--- src/rtl/video_timing_if.sv ---
// video_timing_if: groups the video timing generator's control inputs and timing outputs.
//  master: drives en_in and mode_in, and receives the timing outputs (renderer side).
//  slave:  receives en_in and mode_in, and drives the timing outputs (generator side).
interface video_timing_if #(
  parameter int HC_W = 11,
  parameter int VC_W = 10
);
  logic            en_in;
  logic            mode_in;
  logic            mode_out;
  logic [HC_W-1:0] hcount_out;
  logic [VC_W-1:0] vcount_out;
  logic            hs_out;
  logic            vs_out;
  logic            ad_out;
  logic            nf_out;
  logic [5:0]      fc_out;
  modport master (
    output en_in, mode_in,
    input  mode_out, hcount_out, vcount_out, hs_out, vs_out, ad_out, nf_out, fc_out
  );
  modport slave (
    input  en_in, mode_in,
    output mode_out, hcount_out, vcount_out, hs_out, vs_out, ad_out, nf_out, fc_out
  );
endinterface

--- src/rtl/video_timing_gen.sv ---
// video_timing_gen: dual-mode (720p / 480p) video timing generator with pause and output pipeline.
//  clk_pixel_in  pixel clock
//  rst_in        asynchronous active-high reset
//  vt.en_in      1 = advance counters, 0 = freeze
//  vt.mode_in    requested mode (0 = 1280x720p60, 1 = 640x480p60), taken at frame wrap
//  vt.*_out      mode, h/v counters, hsync, vsync, active-draw, new-frame pulse and frame count,
//                all delayed by 1+OUT_LAT cycles and mutually aligned
module video_timing_gen #(
  parameter int HC_W    = 11,
  parameter int VC_W    = 10,
  parameter int FC_MAX  = 60,
  parameter int OUT_LAT = 0,
  parameter int H0_ACT  = 1280,
  parameter int H0_FP   = 110,
  parameter int H0_SYNC = 40,
  parameter int H0_BP   = 220,
  parameter int V0_ACT  = 720,
  parameter int V0_FP   = 5,
  parameter int V0_SYNC = 5,
  parameter int V0_BP   = 20,
  parameter int H1_ACT  = 640,
  parameter int H1_FP   = 16,
  parameter int H1_SYNC = 96,
  parameter int H1_BP   = 48,
  parameter int V1_ACT  = 480,
  parameter int V1_FP   = 10,
  parameter int V1_SYNC = 2,
  parameter int V1_BP   = 33
) (
  input logic          clk_pixel_in,
  input logic          rst_in,
  video_timing_if.slave vt
);
  localparam int OW = 1 + HC_W + VC_W + 4 + 6;
  // Reset image: mode 0 at (0,0) -> syncs inactive-low, inside active area
  localparam logic [OW-1:0] RST_VEC = {1'b0, {HC_W{1'b0}}, {VC_W{1'b0}}, 4'b0010, 6'd0};
  logic [HC_W-1:0] r_hc, w_h_act, w_hs_beg, w_hs_end, w_h_last;
  logic [VC_W-1:0] r_vc, w_v_act, w_vs_beg, w_vs_end, w_v_last;
  logic [5:0]      r_fc;
  logic            r_mode_cur, r_mode_req;
  logic            w_h_end, w_v_end, w_nf, w_hs, w_vs, w_ad;
  logic [OW-1:0]   w_dec;
  logic [OW-1:0]   r_pipe [OUT_LAT+1];
  assign w_h_act  = r_mode_cur ? HC_W'(H1_ACT) : HC_W'(H0_ACT);
  assign w_hs_beg = r_mode_cur ? HC_W'(H1_ACT + H1_FP) : HC_W'(H0_ACT + H0_FP);
  assign w_hs_end = r_mode_cur ? HC_W'(H1_ACT + H1_FP + H1_SYNC) : HC_W'(H0_ACT + H0_FP + H0_SYNC);
  assign w_h_last = r_mode_cur ? HC_W'(H1_ACT + H1_FP + H1_SYNC + H1_BP - 1)
                               : HC_W'(H0_ACT + H0_FP + H0_SYNC + H0_BP - 1);
  assign w_v_act  = r_mode_cur ? VC_W'(V1_ACT) : VC_W'(V0_ACT);
  assign w_vs_beg = r_mode_cur ? VC_W'(V1_ACT + V1_FP) : VC_W'(V0_ACT + V0_FP);
  assign w_vs_end = r_mode_cur ? VC_W'(V1_ACT + V1_FP + V1_SYNC) : VC_W'(V0_ACT + V0_FP + V0_SYNC);
  assign w_v_last = r_mode_cur ? VC_W'(V1_ACT + V1_FP + V1_SYNC + V1_BP - 1)
                               : VC_W'(V0_ACT + V0_FP + V0_SYNC + V0_BP - 1);
  assign w_h_end  = r_hc == w_h_last;
  assign w_v_end  = r_vc == w_v_last;
  assign w_nf     = vt.en_in && r_hc == w_h_act && r_vc == w_v_act;
  // Mode 1 syncs are active-low, so the raw sync window is inverted in that mode
  assign w_hs     = (r_hc >= w_hs_beg && r_hc < w_hs_end) ^ r_mode_cur;
  assign w_vs     = (r_vc >= w_vs_beg && r_vc < w_vs_end) ^ r_mode_cur;
  assign w_ad     = r_hc < w_h_act && r_vc < w_v_act;
  assign w_dec    = {r_mode_cur, r_hc, r_vc, w_hs, w_vs, w_ad, w_nf, r_fc};
  always_ff @(posedge clk_pixel_in or posedge rst_in) begin
    if (rst_in) begin
      r_hc       <= '0;
      r_vc       <= '0;
      r_fc       <= '0;
      r_mode_cur <= 1'b0;
      r_mode_req <= 1'b0;
    end else begin
      r_mode_req <= vt.mode_in;
      if (vt.en_in) begin
        r_hc <= w_h_end ? '0 : r_hc + HC_W'(1);
        if (w_h_end) r_vc <= w_v_end ? '0 : r_vc + VC_W'(1);
        if (w_h_end && w_v_end) r_mode_cur <= r_mode_req;
        if (w_h_end && w_v_end && r_mode_req != r_mode_cur) r_fc <= '0;
        else if (w_nf) r_fc <= (r_fc == 6'(FC_MAX - 1)) ? '0 : r_fc + 6'd1;
      end
    end
  end
  always_ff @(posedge clk_pixel_in or posedge rst_in) begin
    if (rst_in) begin
      for (int i = 0; i <= OUT_LAT; i++) r_pipe[i] <= RST_VEC;
    end else begin
      r_pipe[0] <= w_dec;
      for (int i = 1; i <= OUT_LAT; i++) r_pipe[i] <= r_pipe[i-1];
    end
  end
  assign {vt.mode_out, vt.hcount_out, vt.vcount_out, vt.hs_out, vt.vs_out,
          vt.ad_out, vt.nf_out, vt.fc_out} = r_pipe[OUT_LAT];
endmodule

--- src/flat_wrapper.sv ---
// flat-port wrapper written by rule: the top's interface ports become plain ports
module video_timing_gen_flat 
#(
  parameter int HC_W    = 11,
  parameter int VC_W    = 10,
  parameter int FC_MAX  = 60,
  parameter int OUT_LAT = 0,
  parameter int H0_ACT  = 1280,
  parameter int H0_FP   = 110,
  parameter int H0_SYNC = 40,
  parameter int H0_BP   = 220,
  parameter int V0_ACT  = 720,
  parameter int V0_FP   = 5,
  parameter int V0_SYNC = 5,
  parameter int V0_BP   = 20,
  parameter int H1_ACT  = 640,
  parameter int H1_FP   = 16,
  parameter int H1_SYNC = 96,
  parameter int H1_BP   = 48,
  parameter int V1_ACT  = 480,
  parameter int V1_FP   = 10,
  parameter int V1_SYNC = 2,
  parameter int V1_BP   = 33
)
  (clk_pixel_in, rst_in, vt_en_in, vt_mode_in, vt_mode_out, vt_hcount_out, vt_vcount_out, vt_hs_out, vt_vs_out, vt_ad_out, vt_nf_out, vt_fc_out);
  video_timing_if #(.HC_W(HC_W), .VC_W(VC_W)) vt_i ();
  input logic clk_pixel_in;
  input logic rst_in;
  input wire logic [$bits(vt_i.en_in)-1:0] vt_en_in;
  input wire logic [$bits(vt_i.mode_in)-1:0] vt_mode_in;
  output wire logic [$bits(vt_i.mode_out)-1:0] vt_mode_out;
  output wire logic [$bits(vt_i.hcount_out)-1:0] vt_hcount_out;
  output wire logic [$bits(vt_i.vcount_out)-1:0] vt_vcount_out;
  output wire logic [$bits(vt_i.hs_out)-1:0] vt_hs_out;
  output wire logic [$bits(vt_i.vs_out)-1:0] vt_vs_out;
  output wire logic [$bits(vt_i.ad_out)-1:0] vt_ad_out;
  output wire logic [$bits(vt_i.nf_out)-1:0] vt_nf_out;
  output wire logic [$bits(vt_i.fc_out)-1:0] vt_fc_out;
  assign vt_i.en_in = vt_en_in;
  assign vt_i.mode_in = vt_mode_in;
  assign vt_mode_out = vt_i.mode_out;
  assign vt_hcount_out = vt_i.hcount_out;
  assign vt_vcount_out = vt_i.vcount_out;
  assign vt_hs_out = vt_i.hs_out;
  assign vt_vs_out = vt_i.vs_out;
  assign vt_ad_out = vt_i.ad_out;
  assign vt_nf_out = vt_i.nf_out;
  assign vt_fc_out = vt_i.fc_out;
  video_timing_gen #(.HC_W(HC_W), .VC_W(VC_W), .FC_MAX(FC_MAX), .OUT_LAT(OUT_LAT), .H0_ACT(H0_ACT), .H0_FP(H0_FP), .H0_SYNC(H0_SYNC), .H0_BP(H0_BP), .V0_ACT(V0_ACT), .V0_FP(V0_FP), .V0_SYNC(V0_SYNC), .V0_BP(V0_BP), .H1_ACT(H1_ACT), .H1_FP(H1_FP), .H1_SYNC(H1_SYNC), .H1_BP(H1_BP), .V1_ACT(V1_ACT), .V1_FP(V1_FP), .V1_SYNC(V1_SYNC), .V1_BP(V1_BP)) u_core (.clk_pixel_in(clk_pixel_in), .rst_in(rst_in), .vt(vt_i));
endmodule
--- config.mk ---
export PLATFORM = sky130hd
export DESIGN_NAME = video_timing_gen_flat
export DESIGN_NICKNAME = d
export VERILOG_FILES = /design/src/rtl/video_timing_if.sv /design/src/rtl/video_timing_gen.sv /design/src/flat_wrapper.sv
export SDC_FILE = /design/constraint.sdc
export NUM_CORES = 1
export LEC_CHECK = 0
export CORE_UTILIZATION = 35
export CTS_BUF_LIST = sky130_fd_sc_hd__clkbuf_4
export CTS_CLUSTER_SIZE = 20
export DETAILED_ROUTE_END_ITERATION = 10
export GPL_TIMING_DRIVEN = 0
export RECOVER_POWER = 25
export SLEW_MARGIN = 20
export SYNTH_ARGS = -nofsm -noshare
export SYNTH_HDL_FRONTEND = slang
export SYNTH_SLANG_ARGS = --single-unit
--- constraint.sdc ---
create_clock -name clk_pixel_in -period 3.9 [get_ports clk_pixel_in]
set_clock_uncertainty 0.15 [all_clocks]
set_input_delay 0.975 -clock clk_pixel_in [delete_from_list [all_inputs] [get_ports clk_pixel_in]]
set_output_delay 0.975 -clock clk_pixel_in [all_outputs]
set_load 0.005 [all_outputs]
==> results.json <==
{
  "synthDistinctLibCells": 47,
  "htreeDepth": 3,
  "hold_depth": 0,
  "synth-edff-count": 0,
  "whs_endpoint": "u_core.r_pipe[5]",
  "row_count": 33,
  "relSlewSlack_pct": 35.0,
  "die-area_mm2": 0.00875,
  "cp.required_ps": 4090,
  "regToRegSetupSlack_ps": 260,
  "utilization_pct": 44.2,
  "clock_sinks": 61,
  "cts_root_buffer": "clkbuf_4",
  "area_growth_pct": 23.3,
  "fmax_mhz": 275,
  "avgSynthCellArea_um2": 11.1,
  "synth_ff_type": "dfrtp_1",
  "timing.rr.start": "u_core.r_mode_cur",
  "worstSkewPairLatency_ps": 420,
  "yosys-top-cells-count": "60 x dfrtp_1, 29 x ha_1, 21 x nand2_1",
  "portBuffers": 34,
  "total_power_mw": 1.61,
  "drc": 0,
  "switchingPower_mw": 0.435,
  "synth_top_cell_area_share_pct": 51.2,
  "syn_area_mm2": 0.00293,
  "wl_per_cell_um": 13.9,
  "pin_count": 36,
  "crit_path_start_kind": "flop",
  "grt_max_degree": 42,
  "power_density_mw_per_mm2": 446,
  "drive_gt1_share_pct": 7.91,
  "ys_top_cells_by_area": "dfrtp_1 51%, ha_1 12%, o21ai_0 2.9%",
  "fin_crit_sh_pct": 93.3,
  "synth.most_common_cell": "dfrtp_1",
  "clk_pin_slew_worst_paths_ps": 110,
  "p_leak_nw": 1.63,
  "p_int_mw": 1.18,
  "switching_share_pct": 27.0,
  "hpwl_um": 3990,
  "firstDrtPassIters": 4,
  "pwr-share-clk_pct": 35.2,
  "cts_max_path_buffers": 2,
  "nNetsFinal": 344,
  "report.final.hold_viol_count": 0,
  "min_path_type": "reg2reg",
  "grt_pass1_vias": 2037,
  "path_max_fanout": 16,
  "period_needed_ps": 3640,
  "place.gp.congestion": 0.848,
  "hp-start": "u_core.r_fc[5]",
  "r2r_end": "u_core.r_fc[5]",
  "seq_area_frac_synth_pct": 52.1,
  "peakVddDrop_mv": 0.173,
  "cts_hold_buffers": 0,
  "combPwrFrac_pct": 17.0,
  "tns_ps": 0,
  "cts_buffers": 9,
  "seqPwrFrac_pct": 47.8,
  "grt_pass1_wl_um": 9800,
  "syn_inst": 265,
  "core_mm2": 0.00818,
  "n_antenna_cell": 0,
  "synth_largest_area_cell": "dfrtp_1",
  "cp_data_arrival_time_ps": 3830,
  "end_kind": "flop",
  "status": "finished, final reports clean",
  "ant_nets": 0,
  "routed_wl_um": 5870,
  "ys_ff_latch": 61,
  "syn-num-nets": 298,
  "antenna_found_initial": 0,
  "worst-r2r-cell-count": 8,
  "die_x_um": 93.5,
  "cts_tree": "done",
  "drt-initial-drc-count": 61,
  "worst_pin_slew_ps": 969,
  "async_flop_share_pct": 100,
  "path_class": "reg2reg",
  "vias": 2098,
  "finalMaxSlewViolations": 0,
  "yosysWarningCount": 0,
  "start_util_pct": 35.9,
  "track_usage_pct": 15.0,
  "setup_viol": 0,
  "drv_cap": 0,
  "overflow": 0,
  "rsz0062_at_grt": "false",
  "die_h_um": 93.5,
  "crit_start": "u_core.r_mode_cur",
  "viasPerCell": 4.98
}
-- worst max-delay path: stages, from the launching register on --
cell       delay [ps]
dfrtp_2           560
inv_1             510
ha_1              380
nand4bb_1         290
or4_4             600
o32ai_4           350
nand3_1           180
or3_1             370
a21oi_1           150
-- sequential cells by signal, summed over array words and instances, names as in the netlist --
| register | cells |
|---|---|
| u_core.r_mode_cur | 1 |
| u_core.r_pipe | 32 |
| u_core.r_hc | 11 |
| u_core.r_mode_req | 1 |
| u_core.r_fc | 6 |
| u_core.r_vc | 10 |
-- power groups by stage --
stage | logic, mW | clock network [mW] | registers (mW)
2_1_floorplan | 0.164 | 0 | 0.763
3_3_place_gp | 0.260 | 0 | 0.783
3_5_place_dp | 0.268 | 0 | 0.783
4_1_cts | 0.270 | 0.583 | 0.771
5_1_grt | 0.312 | 0.617 | 0.783
6_report | 0.274 | 0.568 | 0.772
-- cells in the final DEF, fill, tap and decap left out, drive strengths merged, types with 4 or more instances in the layout --
cell type / Yosys / final
nand2b: 5 / 5
ha: 29 / 29
nand2: 22 / 22
dfrtp: 60 / 60
nor2: 21 / 21
clkbuf: 1 / 12
xor2: 9 / 9
nor3: 5 / 5
o21ai: 17 / 17
nor4: 4 / 4
or3: 5 / 5
nand3: 14 / 14
nor2b: 4 / 4
inv: 12 / 11
a21oi: 6 / 6
and3: 5 / 5
xnor2: 8 / 8
clkdlybuf4s50: 0 / 32
-- layout make-up --
class                      instances  area [um2]
clock inverter                     5        98.8
sequential                        61        1530
multi-input combinational        190        1360
buffer                             2        8.76
tap                              105         131
inverter                          12        46.3
fill                             788        4560
clock buffer                      11        82.6
timing repair buffer              35         360
-- kinds of logic after synthesis --
family          count (synthesis)  synth area share [%]
buf+inv                        14                  1.83
flops                          61                  52.1
compound gates                 42                  9.73
fa+ha+maj                      29                  12.4
simple gates                  102                  18.9
xor+xnor                       17                  5.08
-- layer usage --
| metal | wire length, um | GRT usage (%) | vias to the layer above |
|---|---|---|---|
| met4 | 143 | 6.79 | 0 |
| met3 | 186 | 4.72 | 10 |
| met2 | 2590 | 22.5 | 43 |
| met5 | 0 | 0 | - |
| met1 | 2950 | 19.8 | 1004 |
| li1 | - | - | 1041 |
-- timing repair --
action,4_1_cts,5_1_grt
buffers inserted,0,0
resized for setup,1,1
setup endpoints to repair,4,2
-- worst max-delay path by stage --
| stage | endpoint | slack [ps] |
|---|---|---|
| finish | u_core.r_fc[5] | 260 |
| detailed placement | u_core.r_vc[8] | -70 |
| CTS | u_core.r_vc[8] | 150 |
| floorplan | u_core.r_fc[0] | 610 |
| global route | u_core.r_fc[5] | 60 |
| global placement | u_core.r_vc[8] | -80 |
-- stage by stage --
| stage | cells | cell area [um2] | setup WS [ps] | hold slack, ps |
|---|---|---|---|---|
| after floorplan | 265 | 2930 | 614 | 232 |
| after global placement | 404 | 3400 | -80.2 | 253 |
| after detailed placement | 405 | 3430 | -67.2 | 255 |
| after CTS | 421 | 3610 | 153 | 278 |
| after global routing | 421 | 3620 | 58.8 | 290 |
| final | 421 | 3620 | 262 | 272 |
(Power assumes the default switching activity.)
